### src/rtl/mm_batch_control_if.sv
// BRAM port bundle between the batch sequencer (master) and the bridge BRAM (slave).
interface mm_batch_control_if #(
    parameter int AW = 32
);
    logic          bram_en;
    logic          bram_we;
    logic [AW-1:0] bram_addr;

    modport master (output bram_en, bram_we, bram_addr);
    modport slave  (input  bram_en, bram_we, bram_addr);
endinterface

### src/rtl/mm_batch_control.sv
// Batch sequencer for the Montgomery multiplier: one key load, then up to SLOTS
// back-to-back FIOS products with results written to per-slot BRAM regions.
//  state    | meaning
//  IDLE     | waiting for start_i
//  LOAD_KEY | read p_prime_0 and p (s+1 reads, 2-cycle drain)
//  LOAD_OPS | read a then b of the current slot (2s reads, 2-cycle drain)
//  RUN      | one-cycle FIOS start
//  WAIT     | waiting for fios_done_i
//  STORE    | s result writes
//  NEXT     | advance slot or finish
//  DONE     | normal end pulse
//  ERR      | bad slot count or abort
module mm_batch_control #(
    parameter int W     = 17,
    parameter int s     = 8,
    parameter int SLOTS = 4,
    parameter int AW    = 32
) (
    input  logic                       clock_i,
    input  logic                       reset_i,
    input  logic                       start_i,
    input  logic [$clog2(SLOTS+1)-1:0] slot_count_i,
    input  logic                       reuse_key_i,
    input  logic                       abort_i,
    input  logic                       fios_done_i,
    output logic                       pp0_en_o,
    output logic                       p_en_o,
    output logic                       a_en_o,
    output logic                       b_en_o,
    output logic                       fios_start_o,
    mm_batch_control_if.master         bram,
    output logic [$clog2(SLOTS)-1:0]   slot_o,
    output logic                       key_valid_o,
    output logic                       busy_o,
    output logic                       done_o,
    output logic                       err_o
);
    localparam int CW = $clog2(SLOTS + 1);
    localparam int SW = $clog2(SLOTS);
    localparam int NW = $clog2(2 * s + 2);

    if (W < 1 || s < 2 || SLOTS < 2) begin : g_param_check
        $error("mm_batch_control: unsupported parameter set");
    end

    typedef enum logic [3:0] {
        ST_IDLE, ST_LOAD_KEY, ST_LOAD_OPS, ST_RUN, ST_WAIT,
        ST_STORE, ST_NEXT, ST_DONE, ST_ERR
    } state_t;

    state_t        r_state, w_next;
    logic [NW-1:0] r_cnt, w_cnt_next;
    logic [SW-1:0] r_slot, w_slot_next;
    logic [CW-1:0] r_count, w_count_next;
    logic          r_key_valid, w_key_clr, w_key_set;
    logic [3:0]    r_ld0, r_ld1, r_ld_o, w_ld;
    logic          r_en, r_we, w_rd, w_wr;
    logic [AW-1:0] r_addr, w_addr, w_base;
    logic          r_fstart, w_fstart;
    logic          r_done, r_err, w_done, w_err;
    logic          w_abort;

    assign w_base = AW'(1 + s) + AW'(3 * s) * AW'(r_slot);

    always_comb begin
        w_next       = r_state;
        w_cnt_next   = r_cnt;
        w_slot_next  = r_slot;
        w_count_next = r_count;
        w_key_clr    = 1'b0;
        w_key_set    = 1'b0;
        w_rd         = 1'b0;
        w_wr         = 1'b0;
        w_ld         = 4'b0000;
        w_addr       = '0;
        w_fstart     = 1'b0;
        w_done       = 1'b0;
        w_err        = 1'b0;
        w_abort      = abort_i && (r_state != ST_IDLE) &&
                       (r_state != ST_DONE) && (r_state != ST_ERR);
        case (r_state)
            ST_IDLE: begin
                w_cnt_next = '0;
                if (start_i) begin
                    if (slot_count_i == '0 || slot_count_i > CW'(SLOTS)) begin
                        w_next = ST_ERR;
                    end else begin
                        w_count_next = slot_count_i;
                        if (reuse_key_i && r_key_valid) begin
                            w_next = ST_LOAD_OPS;
                        end else begin
                            w_next    = ST_LOAD_KEY;
                            w_key_clr = 1'b1;
                        end
                    end
                end
            end
            ST_LOAD_KEY: begin
                if (r_cnt <= NW'(s)) begin
                    w_rd   = 1'b1;
                    w_addr = AW'(r_cnt);
                    w_ld   = (r_cnt == '0) ? 4'b1000 : 4'b0100;
                end
                if (r_cnt == NW'(s + 2)) begin
                    w_next     = ST_LOAD_OPS;
                    w_cnt_next = '0;
                    w_key_set  = 1'b1;
                end else begin
                    w_cnt_next = r_cnt + NW'(1);
                end
            end
            ST_LOAD_OPS: begin
                if (r_cnt < NW'(2 * s)) begin
                    w_rd   = 1'b1;
                    w_addr = w_base + AW'(r_cnt);
                    w_ld   = (r_cnt < NW'(s)) ? 4'b0010 : 4'b0001;
                end
                if (r_cnt == NW'(2 * s + 1)) begin
                    w_next     = ST_RUN;
                    w_cnt_next = '0;
                end else begin
                    w_cnt_next = r_cnt + NW'(1);
                end
            end
            ST_RUN: begin
                w_fstart = 1'b1;
                w_next   = ST_WAIT;
            end
            ST_WAIT: begin
                if (fios_done_i) begin
                    w_next     = ST_STORE;
                    w_cnt_next = '0;
                end
            end
            ST_STORE: begin
                w_wr   = 1'b1;
                w_addr = w_base + AW'(2 * s) + AW'(r_cnt);
                if (r_cnt == NW'(s - 1)) begin
                    w_next     = ST_NEXT;
                    w_cnt_next = '0;
                end else begin
                    w_cnt_next = r_cnt + NW'(1);
                end
            end
            ST_NEXT: begin
                if (CW'(r_slot) + CW'(1) == r_count) begin
                    w_next = ST_DONE;
                end else begin
                    w_slot_next = r_slot + SW'(1);
                    w_next      = ST_LOAD_OPS;
                end
            end
            ST_DONE: begin
                w_done      = 1'b1;
                w_slot_next = '0;
                w_next      = ST_IDLE;
            end
            ST_ERR: begin
                w_done      = 1'b1;
                w_err       = 1'b1;
                w_slot_next = '0;
                w_next      = ST_IDLE;
            end
            default: w_next = ST_IDLE;
        endcase
        // Abort overrides everything, including reads already in the enable pipeline.
        if (w_abort) begin
            w_next    = ST_ERR;
            w_key_clr = 1'b1;
            w_key_set = 1'b0;
            w_rd      = 1'b0;
            w_wr      = 1'b0;
            w_ld      = 4'b0000;
            w_addr    = '0;
            w_fstart  = 1'b0;
        end
    end

    always_ff @(posedge clock_i or negedge reset_i) begin
        if (!reset_i) begin
            r_state     <= ST_IDLE;
            r_cnt       <= '0;
            r_slot      <= '0;
            r_count     <= '0;
            r_key_valid <= 1'b0;
            r_ld0       <= '0;
            r_ld1       <= '0;
            r_ld_o      <= '0;
            r_en        <= 1'b0;
            r_we        <= 1'b0;
            r_addr      <= '0;
            r_fstart    <= 1'b0;
            r_done      <= 1'b0;
            r_err       <= 1'b0;
        end else begin
            r_state  <= w_next;
            r_cnt    <= w_cnt_next;
            r_slot   <= w_slot_next;
            r_count  <= w_count_next;
            if (w_key_clr) begin
                r_key_valid <= 1'b0;
            end else if (w_key_set) begin
                r_key_valid <= 1'b1;
            end
            // Address is registered once; the matching load enable trails it by two more stages.
            r_ld0    <= w_ld;
            r_ld1    <= w_abort ? 4'b0000 : r_ld0;
            r_ld_o   <= w_abort ? 4'b0000 : r_ld1;
            r_en     <= w_rd | w_wr;
            r_we     <= w_wr;
            r_addr   <= w_addr;
            r_fstart <= w_fstart;
            r_done   <= w_done;
            r_err    <= w_err;
        end
    end

    assign pp0_en_o       = r_ld_o[3];
    assign p_en_o         = r_ld_o[2];
    assign a_en_o         = r_ld_o[1];
    assign b_en_o         = r_ld_o[0];
    assign fios_start_o   = r_fstart;
    assign bram.bram_en   = r_en;
    assign bram.bram_we   = r_we;
    assign bram.bram_addr = r_addr;
    assign slot_o         = r_slot;
    assign key_valid_o    = r_key_valid;
    assign busy_o         = (r_state != ST_IDLE);
    assign done_o         = r_done;
    assign err_o          = r_err;
endmodule

### src/flat_wrapper.sv
// flat-port wrapper written by rule: the top's interface ports become plain ports
module mm_batch_control_flat 
#(
    parameter int W     = 17,
    parameter int s     = 8,
    parameter int SLOTS = 4,
    parameter int AW    = 32
)
  (clock_i, reset_i, start_i, slot_count_i, reuse_key_i, abort_i, fios_done_i, pp0_en_o, p_en_o, a_en_o, b_en_o, fios_start_o, slot_o, key_valid_o, busy_o, done_o, err_o, bram_bram_en, bram_bram_we, bram_bram_addr);
  mm_batch_control_if #(.AW(AW)) bram_i ();
  input  logic clock_i;
  input  logic reset_i;
  input  logic start_i;
  input  logic [$clog2(SLOTS+1)-1:0] slot_count_i;
  input  logic reuse_key_i;
  input  logic abort_i;
  input  logic fios_done_i;
  output logic pp0_en_o;
  output logic p_en_o;
  output logic a_en_o;
  output logic b_en_o;
  output logic fios_start_o;
  output logic [$clog2(SLOTS)-1:0] slot_o;
  output logic key_valid_o;
  output logic busy_o;
  output logic done_o;
  output logic err_o;
  output wire logic [$bits(bram_i.bram_en)-1:0] bram_bram_en;
  output wire logic [$bits(bram_i.bram_we)-1:0] bram_bram_we;
  output wire logic [$bits(bram_i.bram_addr)-1:0] bram_bram_addr;
  assign bram_bram_en = bram_i.bram_en;
  assign bram_bram_we = bram_i.bram_we;
  assign bram_bram_addr = bram_i.bram_addr;
  mm_batch_control #(.W(W), .s(s), .SLOTS(SLOTS), .AW(AW)) u_core (.clock_i(clock_i), .reset_i(reset_i), .start_i(start_i), .slot_count_i(slot_count_i), .reuse_key_i(reuse_key_i), .abort_i(abort_i), .fios_done_i(fios_done_i), .pp0_en_o(pp0_en_o), .p_en_o(p_en_o), .a_en_o(a_en_o), .b_en_o(b_en_o), .fios_start_o(fios_start_o), .bram(bram_i), .slot_o(slot_o), .key_valid_o(key_valid_o), .busy_o(busy_o), .done_o(done_o), .err_o(err_o));
endmodule
### config.mk
export PLATFORM = sky130hd
export DESIGN_NAME = mm_batch_control_flat
export DESIGN_NICKNAME = d
export VERILOG_FILES = /design/src/rtl/mm_batch_control_if.sv /design/src/rtl/mm_batch_control.sv /design/src/flat_wrapper.sv
export SDC_FILE = /design/constraint.sdc
export NUM_CORES = 1
export LEC_CHECK = 0
export ABC_AREA = 1
export CORE_MARGIN = 3
export CORE_UTILIZATION = 53
export CTS_BUF_LIST = sky130_fd_sc_hd__clkbuf_4
export CTS_CLUSTER_SIZE = 8
export DETAILED_ROUTE_END_ITERATION = 16
export HOLD_SLACK_MARGIN = 0.02
export MAX_ROUTING_LAYER = met4
export PLACE_DENSITY_LB_ADDON = 0.3
export SKIP_LAST_GASP = 1
export SLEW_MARGIN = 20
export SYNTH_ARGS = -nofsm -noshare
export SYNTH_HDL_FRONTEND = slang
export SYNTH_SLANG_ARGS = --single-unit
### constraint.sdc
create_clock -name clock_i -period 2.9 [get_ports clock_i]
set_input_delay 0.435 -clock clock_i [delete_from_list [all_inputs] [get_ports clock_i]]
set_output_delay 0.435 -clock clock_i [all_outputs]
set_load 0.05 [all_outputs]
==> results.toml, run 1 <==
[status]
status = "finished clean"

[timing]
setup_ws_ns = 0.348
hold_violations = 0
fin_setup_tns_ns = 0
slew_headroom_pct = 41.1
finalCriticalPeriod_ns = 2.55
worstMarginPinSlew_ns = 0.883
setup_viol = 0
period_share_pct = 88.0
fin_skew_ns = 0.00929
slew_viol_final = 0
max_freq_mhz = 392
rsz0062_at_grt = "false"

[min_path]
hold_class = "in -> async"

[logic_synthesis]
syn_inst = 326
syn-cell-area_um2 = 2600
synth-seq-area-share_pct = 39.4
synth_edf_count = 0
synth_area_leaders = "dfrtp_1 39%, nand2_1 8.2%, buf_4 6.9%"
syn_area_per_cell_um2 = 7.99
ys.flop_type = "dfrtp_1"
synthArstFlopShare_pct = 100
yosysWarnings = 0
synth_top_area_cell = "dfrtp_1"
ys_ff_latch = 41
ys_types = 40
yosys.area.top_type_share_pct = 39.4

[clock_tree]
numCtsBuffers = 5
cts-root-buf = "clkbuf_4"
postCtsSetupRepairBufs = 0
htreeDepth = 2
cts_tree = "yes"
cts_hold_buf = 0
worstSkewPairLatency_ns = 0.34
cts.sinks = 41
clock_path_buffers = 2
clk_pin_slew_ns = 0.12
ctsResizeCount = 0

[worst_setup_path]
worst-setup-path-type = "reg -> reg"
cpPeakStageDelay_ns = 0.53
critical_path.startpoint_type = "flop"
slowest_stage = "dfrtp_1"
cp.required_ns = 3.12
worst_r2r_path_depth = 12
crit_path_cell_trace = "inv_1, ha_1, xor2_1, ha_1, inv_1, ha_1, nand2_1, nand2_1, inv_1, a21oi_1, nand3b_1, a21oi_2"
worstPathArrival_ns = 2.77
cp-end-kind = "flop"
crit_path_max_fanout = 9

[pwr]
seqPwrFrac_pct = 33.3
peakVddDrop_mv = 0.441
p_leak_nw = 1.53
power_density_nw_per_um2 = 781
clkPwrFrac_pct = 15.9
pwr-share-comb_pct = 50.7
p_int_mw = 1.22
p_sw_share_pct = 47.0
switchingPower_mw = 1.08

[drt]
vias = 2037
wl_mm = 5.02
drc = 0
wire_per_inst_um = 11.8
vias_per_cell = 4.79
drtIter0Drc = 116
drt_first_pass_iters = 4
drtAntennaViolNets = 0

[placed_design]
place.port_buffers = 30
dpl.hpwl_mm = 3.91
dpl_cell_area_um2 = 2870
place_ws_ns = 0.384
gp_congestion = 0.880

[grt]
grt_max_degree = 42
track_usage_pct = 19.0
grt_pass1_wl_mm = 8.77
gr-total-overflow = 0
grt_pass1_vias = 1920
antenna_found_initial = 0

[finish]
nets = 383
post-route-cell-area_um2 = 2950
n_antenna_cell = 0
drive_gt1_share_pct = 10.8
fin_util_pct = 65.0
n_fill_cell = 394
area_growth_pct = 13.2

[floorplan]
dieWidth_um = 76.1
fp.coreArea_um2 = 4530
dieArea_um2 = 5790
boundaryPins = 54
die_y_um = 76.1
start_util_pct = 57.4
rows = 24

[run]
max-cap-violations = 0
-- routing by layer --
metal / up-vias / GRT usage, % / routed length (um)
met5: - / - / 0
met4: 0 / 7.07 / 76
met3: 10 / 3.78 / 245
met2: 53 / 30.6 / 2400
met1: 929 / 23.7 / 2300
li1: 1045 / - / -
-- worst max-delay path, delay by kind of cell, from the launching register on --
kind                     cells  cell delay (ns)
XOR/XNOR                     1             0.31
buffers and inverters        3             0.26
adder cells (fa/ha/maj)      3             0.89
AO/OA/AOI/OAI                2             0.18
AND/OR/NAND/NOR              3             0.25
flip-flops                   1             0.53
-- layout by cell type (no fill, tap or decap), types with 2 or more instances in the layout --
| master | synthesis | layout |
|---|---|---|
| a21oi_1 | 9 | 9 |
| a21oi_2 | 4 | 4 |
| clkbuf_4 | 0 | 6 |
| clkdlybuf4s50_1 | 0 | 29 |
| conb_1 | 1 | 23 |
| dfrtp_1 | 41 | 41 |
| ha_1 | 14 | 14 |
| inv_1 | 45 | 45 |
| inv_2 | 7 | 7 |
| nand2_1 | 57 | 57 |
| nand2_2 | 4 | 4 |
| nand3_1 | 23 | 23 |
| nand4_1 | 4 | 4 |
| nor2_1 | 40 | 40 |
| nor2_2 | 3 | 3 |
| nor2_4 | 2 | 2 |
| nor3_1 | 3 | 3 |
| nor3_2 | 2 | 2 |
| nor3b_1 | 2 | 2 |
| o21ai_0 | 14 | 14 |
| o21ai_1 | 3 | 3 |
| o21bai_1 | 2 | 2 |
| xor2_1 | 4 | 4 |
-- metrics by stage --
| step | hold WS [ns] | total power [mW] | instances |
|---|---|---|---|
| 6_report | 0.188 | 2.30 | 425 |
| 5_1_grt | 0.258 | 2.48 | 425 |
| 4_1_cts | 0.206 | 2.31 | 425 |
| 3_5_place_dp | 0.457 | 1.94 | 417 |
| 3_3_place_gp | 0.450 | 1.93 | 417 |
| 2_1_floorplan | 0.139 | 1.70 | 348 |
-- state kept, by name, indices dropped and copies added, names as in the netlist --
signal	cells
u_core.err_o	1
u_core.r_ld1	4
u_core.slot_o	2
u_core.r_state	4
u_core.done_o	1
u_core.r_ld0	4
u_core.r_ld_o	4
u_core.r_count	3
u_core.bram.bram_we	1
u_core.bram.bram_addr	9
u_core.key_valid_o	1
u_core.r_cnt	5
u_core.fios_start_o	1
u_core.bram.bram_en	1
-- path summary, 6_finish.rpt --
check | endpoint | slack [ns] | from
min in group clock_i | u_core.r_ld1[2] | 0.47 | u_core.r_ld0[2]
setup / recovery | u_core.bram.bram_addr[7] | 0.35 | u_core.slot_o[0]
max in group asynchronous | u_core.bram.bram_addr[4] | 2.15 | reset_i
hold reg to reg | u_core.r_ld1[2] | 0.47 | u_core.r_ld0[2]
setup reg to reg | u_core.bram.bram_addr[7] | 0.35 | u_core.slot_o[0]
hold / removal | u_core.key_valid_o | 0.19 | reset_i
-- final cells by class --
class / count / area [um^2] / share of cell area (%)
Sequential cell: 41 / 1030 / 34.8
Clock inverter: 2 / 33.8 / 1.15
Tap cell: 65 / 81.3 / 2.76
Multi-Input combinational cell: 228 / 1260 / 42.9
Clock buffer: 6 / 45.0 / 1.53
Timing Repair Buffer: 30 / 295 / 10.0
Inverter: 53 / 201 / 6.84
-- cell families (layout without fill, tap and decap cells) --
| group | after synthesis | in the layout | share of synthesized area [%] |
|---|---|---|---|
| AOI/OAI and AO/OA | 38 | 38 | 9.18 |
| DFF | 41 | 41 | 39.4 |
| other | 1 | 23 | 0.144 |
| buffers and inverters | 79 | 91 | 15.2 |
| adders and majority gates | 15 | 15 | 7.50 |
| xor gates and xnor gates | 5 | 5 | 1.68 |
| and+or+nand+nor | 147 | 147 | 26.9 |
-- power by group through the flow --
stage	logic, mW	registers (mW)	clock network, mW
global route	1.29	0.786	0.404
CTS	1.17	0.765	0.379
detailed placement	1.17	0.776	0
floorplan	0.791	0.912	0
global placement	1.16	0.774	0
finish	1.17	0.767	0.366
-- Yosys cell counts, types with 2 or more instances --
cell      instances
ha_1             14
nor3_2            2
buf_4            24
nand2_2           4
inv_2             7
nand3_1          23
dfrtp_1          41
nor3b_1           2
o21ai_1           3
xor2_1            4
o21bai_1          2
inv_1            45
nor2_1           40
nor2_4            2
nand2_1          57
nor3_1            3
nor2_2            3
nand4_1           4
a21oi_2           4
a21oi_1           9
o21ai_0          14
Note: power is estimated with default switching activity, not from simulation.
==> run 2: changes to the inputs <==
Clock period 2.9 ns to 2.7 ns, I/O delays scaled along.
==> results.toml, run 2 (same netlist as run 1, synthesis figures left out) <==
[pwr]
p_leak_nw = 1.55
clkPwrFrac_pct = 19.6
power_density_nw_per_um2 = 868
p_int_mw = 1.40
p_sw_share_pct = 45.9
seqPwrFrac_pct = 31.5
switchingPower_mw = 1.19
peakVddDrop_mv = 0.538
pwr-share-comb_pct = 49.0

[timing]
period_share_pct = 87.8
hold_violations = 0
slew_viol_final = 0
slew_headroom_pct = 40.4
whs_ns = 0.158
fin_setup_tns_ns = 0
worstMarginPinSlew_ns = 0.893
max_freq_mhz = 422
fin_skew_ns = 0.00636
finalCriticalPeriod_ns = 2.37
setup_viol = 0
rsz0062_at_grt = "false"

[worst_setup_path]
cp-end-kind = "primary output"
reg2reg_to = "u_core.bram.bram_addr[6]"
crit_start = "u_core.r_state[1]"
critical_path.startpoint_type = "flop"
worst_r2r_path_depth = 10
worstPathArrival_ns = 1.97
crit_path_end = "busy_o"
cp.required_ns = 2.30
worst-setup-path-type = "reg -> out"
r2r-start = "u_core.slot_o[1]"
crit_path_max_fanout = 6
reg2reg_slack_ns = 0.33

[finish]
final-seq-area_um2 = 1030
largest_register_ffs = 9
drive_gt1_share_pct = 11.4
post-route-cell-area_um2 = 2980
area_growth_pct = 14.5
n_fill_cell = 393
multi_input_area_um2 = 1260
most-common-layout-cells = "57 x nand2_1, 45 x inv_1, 41 x dfrtp_1"
mostFrequentLayoutCell = "nand2_1"
nets = 384
n_antenna_cell = 0
fin_util_pct = 65.8

[drt]
drt_first_pass_iters = 4
wl_mm = 5.06
vias_per_cell = 4.89
drtIter0Drc = 107
drc = 0
drtAntennaViolNets = 0
wire_per_inst_um = 11.9
vias = 2082

[grt]
antenna_found_initial = 0
gr-total-overflow = 0
grt_pass1_wl_mm = 8.82
grt_max_degree = 42
track_usage_pct = 19.1
grt_pass1_vias = 1986

[placed_design]
dpl.hpwl_mm = 3.94
dpl_cell_area_um2 = 2880
gp_congestion = 0.877
place.port_buffers = 30

[run]
max-cap-violations = 0

[clock_tree]
cts_tree = "yes"
cts_hold_buf = 0
clock_path_buffers = 2
worstSkewPairLatency_ns = 0.35
cts.sinks = 41
numCtsBuffers = 5
cts-root-buf = "clkbuf_4"
postCtsSetupRepairBufs = 0
clk_pin_slew_ns = 0.13
htreeDepth = 2
ctsResizeCount = 0

[floorplan]
die_y_um = 76.1
dieWidth_um = 76.1
rows = 24
boundaryPins = 54
dieArea_um2 = 5790
fp.coreArea_um2 = 4530
start_util_pct = 57.4

[min_path]
hold_class = "in -> async"

[status]
status = "finished clean"
## run 2: cell types whose count changed in the layout (fill, tap and decap cells not counted), sizes merged
| cell | previous run | this run |
|---|---|---|
| buf | 1 | 2 |
| clkinv | 1 | 0 |
| inv | 53 | 54 |
| bufinv | 1 | 2 |
| clkbuf | 6 | 5 |
## run 2: metrics by stage
stage | total power [mW] | setup slack (ns) | cells
after floorplan | 1.83 | 0.0308 | 348
after global placement | 2.08 | 0.454 | 418
after detailed placement | 2.09 | 0.368 | 418
after CTS | 2.60 | 0.317 | 426
after global routing | 2.78 | 0.166 | 426
final | 2.59 | 0.328 | 426
## run 2: layout make-up
cell class	count	area share [%]
clock inverters	3	2.31
inverters	53	6.76
clock buffers	5	1.26
well taps	65	2.73
repair buffers	31	10.2
multi-input cells	228	42.4
flip-flops and latches	41	34.4
## run 2: how the worst min path moves through the flow
stage | start | to | slack (ns) | depth (start not counted)
6_report | reset_i | u_core.r_count[0] | 0.16 | 1
5_1_grt | reset_i | u_core.bram.bram_addr[6] | 0.22 | 1
4_1_cts | reset_i | u_core.bram.bram_addr[6] | 0.19 | 1
3_5_place_dp | u_core.r_ld1[3] | u_core.r_ld_o[3] | 0.46 | 2
3_3_place_gp | u_core.r_ld1[0] | u_core.r_ld_o[0] | 0.45 | 2
2_1_floorplan | reset_i | u_core.bram.bram_addr[0] | 0.11 | 0
## run 2: power by group through the flow
| stage | Combinational, mW | Clock (mW) | Sequential [mW] |
|---|---|---|---|
| after floorplan | 0.849 | 0 | 0.979 |
| after global placement | 1.25 | 0 | 0.823 |
| after detailed placement | 1.26 | 0 | 0.828 |
| after CTS | 1.27 | 0.516 | 0.814 |
| after global routing | 1.40 | 0.548 | 0.836 |
| final | 1.27 | 0.507 | 0.814 |
## run 2: worst max-delay path: stages, from the launching register on
cell             delay, ns
dfrtp_1               0.49
inv_2                 0.09
nand2_2               0.09
nor2_4                0.05
inv_2                 0.09
clkdlybuf4s50_1       0.81
## run 2: metal layers
layer / track usage, % / vias to the layer above / part of all wire (%)
li1: - / 1054 / -
met1: 23.7 / 962 / 45
met2: 31.5 / 58 / 48
met3: 3.90 / 8 / 4.8
met4: 6.34 / 0 / 1.7
met5: - / - / 0
==> run 3: changes to the inputs <==
Settings changed: CORE_UTILIZATION 53 to 48, CTS_CLUSTER_SIZE 8 to 24.
Clock period 2.7 ns to 1.9 ns, I/O delays scaled along.
==> results.toml, run 3 (same netlist as run 1, synthesis figures left out) <==
[status]
status = "finished with violations"
violations = "setup timing"

[worst_setup_path]
cp-end-kind = "flop"
worst-setup-path-type = "reg -> reg"
reg2reg_to = "u_core.bram.bram_addr[5]"
worstPathArrival_ns = 2.34
worst_r2r_path_depth = 9
crit_path_max_fanout = 4
critical_path.startpoint_type = "flop"
r2r-start = "u_core.slot_o[0]"
reg2reg_slack_ns = -0.19
cp.required_ns = 2.15

[pwr]
p_sw_share_pct = 46.6
pwr-share-comb_pct = 54.4
power_density_nw_per_um2 = 1190
peakVddDrop_mv = 0.989
p_int_mw = 2.05
totalPowerFinal_mw = 3.84
clkPwrFrac_pct = 15.2
switchingPower_mw = 1.79
p_leak_nw = 1.65
seqPwrFrac_pct = 30.4

[finish]
mostFrequentLayoutCell = "nand2_1"
drive_gt1_share_pct = 20.9
largest_register_ffs = 9
most-common-layout-cells = "56 x nand2_1, 41 x inv_1, 39 x nor2_1, 39 x dfrtp_1, 25 x clkdlybuf4s50_1"
area_growth_pct = 24.0
n_antenna_cell = 0
post-route-cell-area_um2 = 3230
n_fill_cell = 459
nets = 401

[floorplan]
rows = 26
start_util_pct = 50.3
die_y_um = 79.7
dieArea_um2 = 6340
dieWidth_um = 79.7
boundaryPins = 54
fp.coreArea_um2 = 5170

[drt]
vias_per_cell = 4.79
wl_mm = 5.29
drc = 0
drt_first_pass_iters = 4
vias = 2147
wire_per_inst_um = 11.8
drtAntennaViolNets = 0
drtIter0Drc = 120

[placed_design]
dpl_cell_area_um2 = 3050
dpl.hpwl_mm = 4.18
gp_congestion = 0.874
place.port_buffers = 30

[timing]
worstMarginPinSlew_ns = 0.499
hold_violations = 0
slew_headroom_pct = 66.6
rsz0062_at_grt = "true"
fin_skew_ns = 0.00893
finalCriticalPeriod_ns = 2.09
slew_viol_final = 0
period_share_pct = 110
setup_viol = 5
max_freq_mhz = 478
fin_setup_tns_ns = -0.685
setup_ws_ns = -0.193
whs_ns = 0.355

[clock_tree]
cts_tree = "yes"
cts-root-buf = "clkbuf_4"
cts.sinks = 41
numCtsBuffers = 5
worstSkewPairLatency_ns = 0.36
clk_pin_slew_ns = 0.13
htreeDepth = 2
clock_path_buffers = 2

[grt]
antenna_found_initial = 0
gr-total-overflow = 0
grt_pass1_wl_mm = 9.05
grt_pass1_vias = 2029
track_usage_pct = 18.6
grt_max_degree = 19
grtUsageMet3_pct = 3.95
use_met2_pct = 29.4
top_usage_layer = "met2"
grt_use_met1_pct = 23.7

[run]
max-cap-violations = 0

[min_path]
hold_class = "in -> async"
run 3: critical path: stages (launching register included):
cell and delay, ns:
dfrtp_4 0.51, inv_4 0.06, ha_4 0.20, xor2_4 0.17
fa_2 0.58, inv_2 0.04, o21bai_1 0.17, a21oi_1 0.08
o21ai_1 0.10, a21oi_2 0.06
run 3: per-layer routing:
metal | vias to the layer above | wire length, um
li1 | 1084 | -
met5 | - | 0
met1 | 1001 | 2340
met2 | 55 | 2600
met4 | 0 | 77
met3 | 7 | 269
run 3: power by group through the flow:
stage	clock network (mW)	registers [mW]	logic (mW)
2_1_floorplan	0	1.40	1.22
3_3_place_gp	0	1.18	1.95
3_5_place_dp	0	1.18	1.98
4_1_cts	0.602	1.17	2.05
5_1_grt	0.635	1.20	2.30
6_report	0.582	1.17	2.09
run 3: worst max path at each step:
stage | start | endpoint | slack (ns) | depth (start not counted)
floorplan | u_core.slot_o[0] | u_core.bram.bram_addr[5] | -0.29 | 10
global placement | u_core.slot_o[0] | u_core.bram.bram_addr[5] | -0.16 | 9
detailed placement | u_core.slot_o[0] | u_core.bram.bram_addr[7] | -0.21 | 12
CTS | u_core.slot_o[0] | u_core.bram.bram_addr[5] | -0.20 | 9
global route | u_core.slot_o[0] | u_core.bram.bram_addr[5] | -0.27 | 9
finish | u_core.slot_o[0] | u_core.bram.bram_addr[5] | -0.19 | 9
run 3: through the flow:
| stage | utilization (%) | setup WS, ns | cells |
|---|---|---|---|
| final | 62.4 | -0.193 | 448 |
| after global routing | 62.4 | -0.272 | 448 |
| after CTS | 61.8 | -0.201 | 448 |
| after detailed placement | 58.9 | -0.211 | 438 |
| after global placement | 58.9 | -0.163 | 438 |
| after floorplan | - | -0.290 | 348 |
run 3: area by class of cell:
| cell class | count | area [um^2] | area share, % |
|---|---|---|---|
| multi-input cells | 228 | 1360 | 42.2 |
| flip-flops and latches | 41 | 1030 | 31.9 |
| repair buffers | 48 | 457 | 14.1 |
| inverters | 53 | 206 | 6.39 |
| well taps | 70 | 87.6 | 2.71 |
| clock inverters | 3 | 46.3 | 1.43 |
| clock buffers | 5 | 37.5 | 1.16 |
run 3: what timing repair did:
| item | CTS | global route |
|---|---|---|
| endpoints found under the setup margin | 5 | 10 |
| buffers inserted | 1 | 1 |
| pin swaps | 11 | 10 |
| hold buffers | 1 | 0 |
| hold endpoints to repair | 16 | 0 |
| gates resized for setup | 5 | 13 |
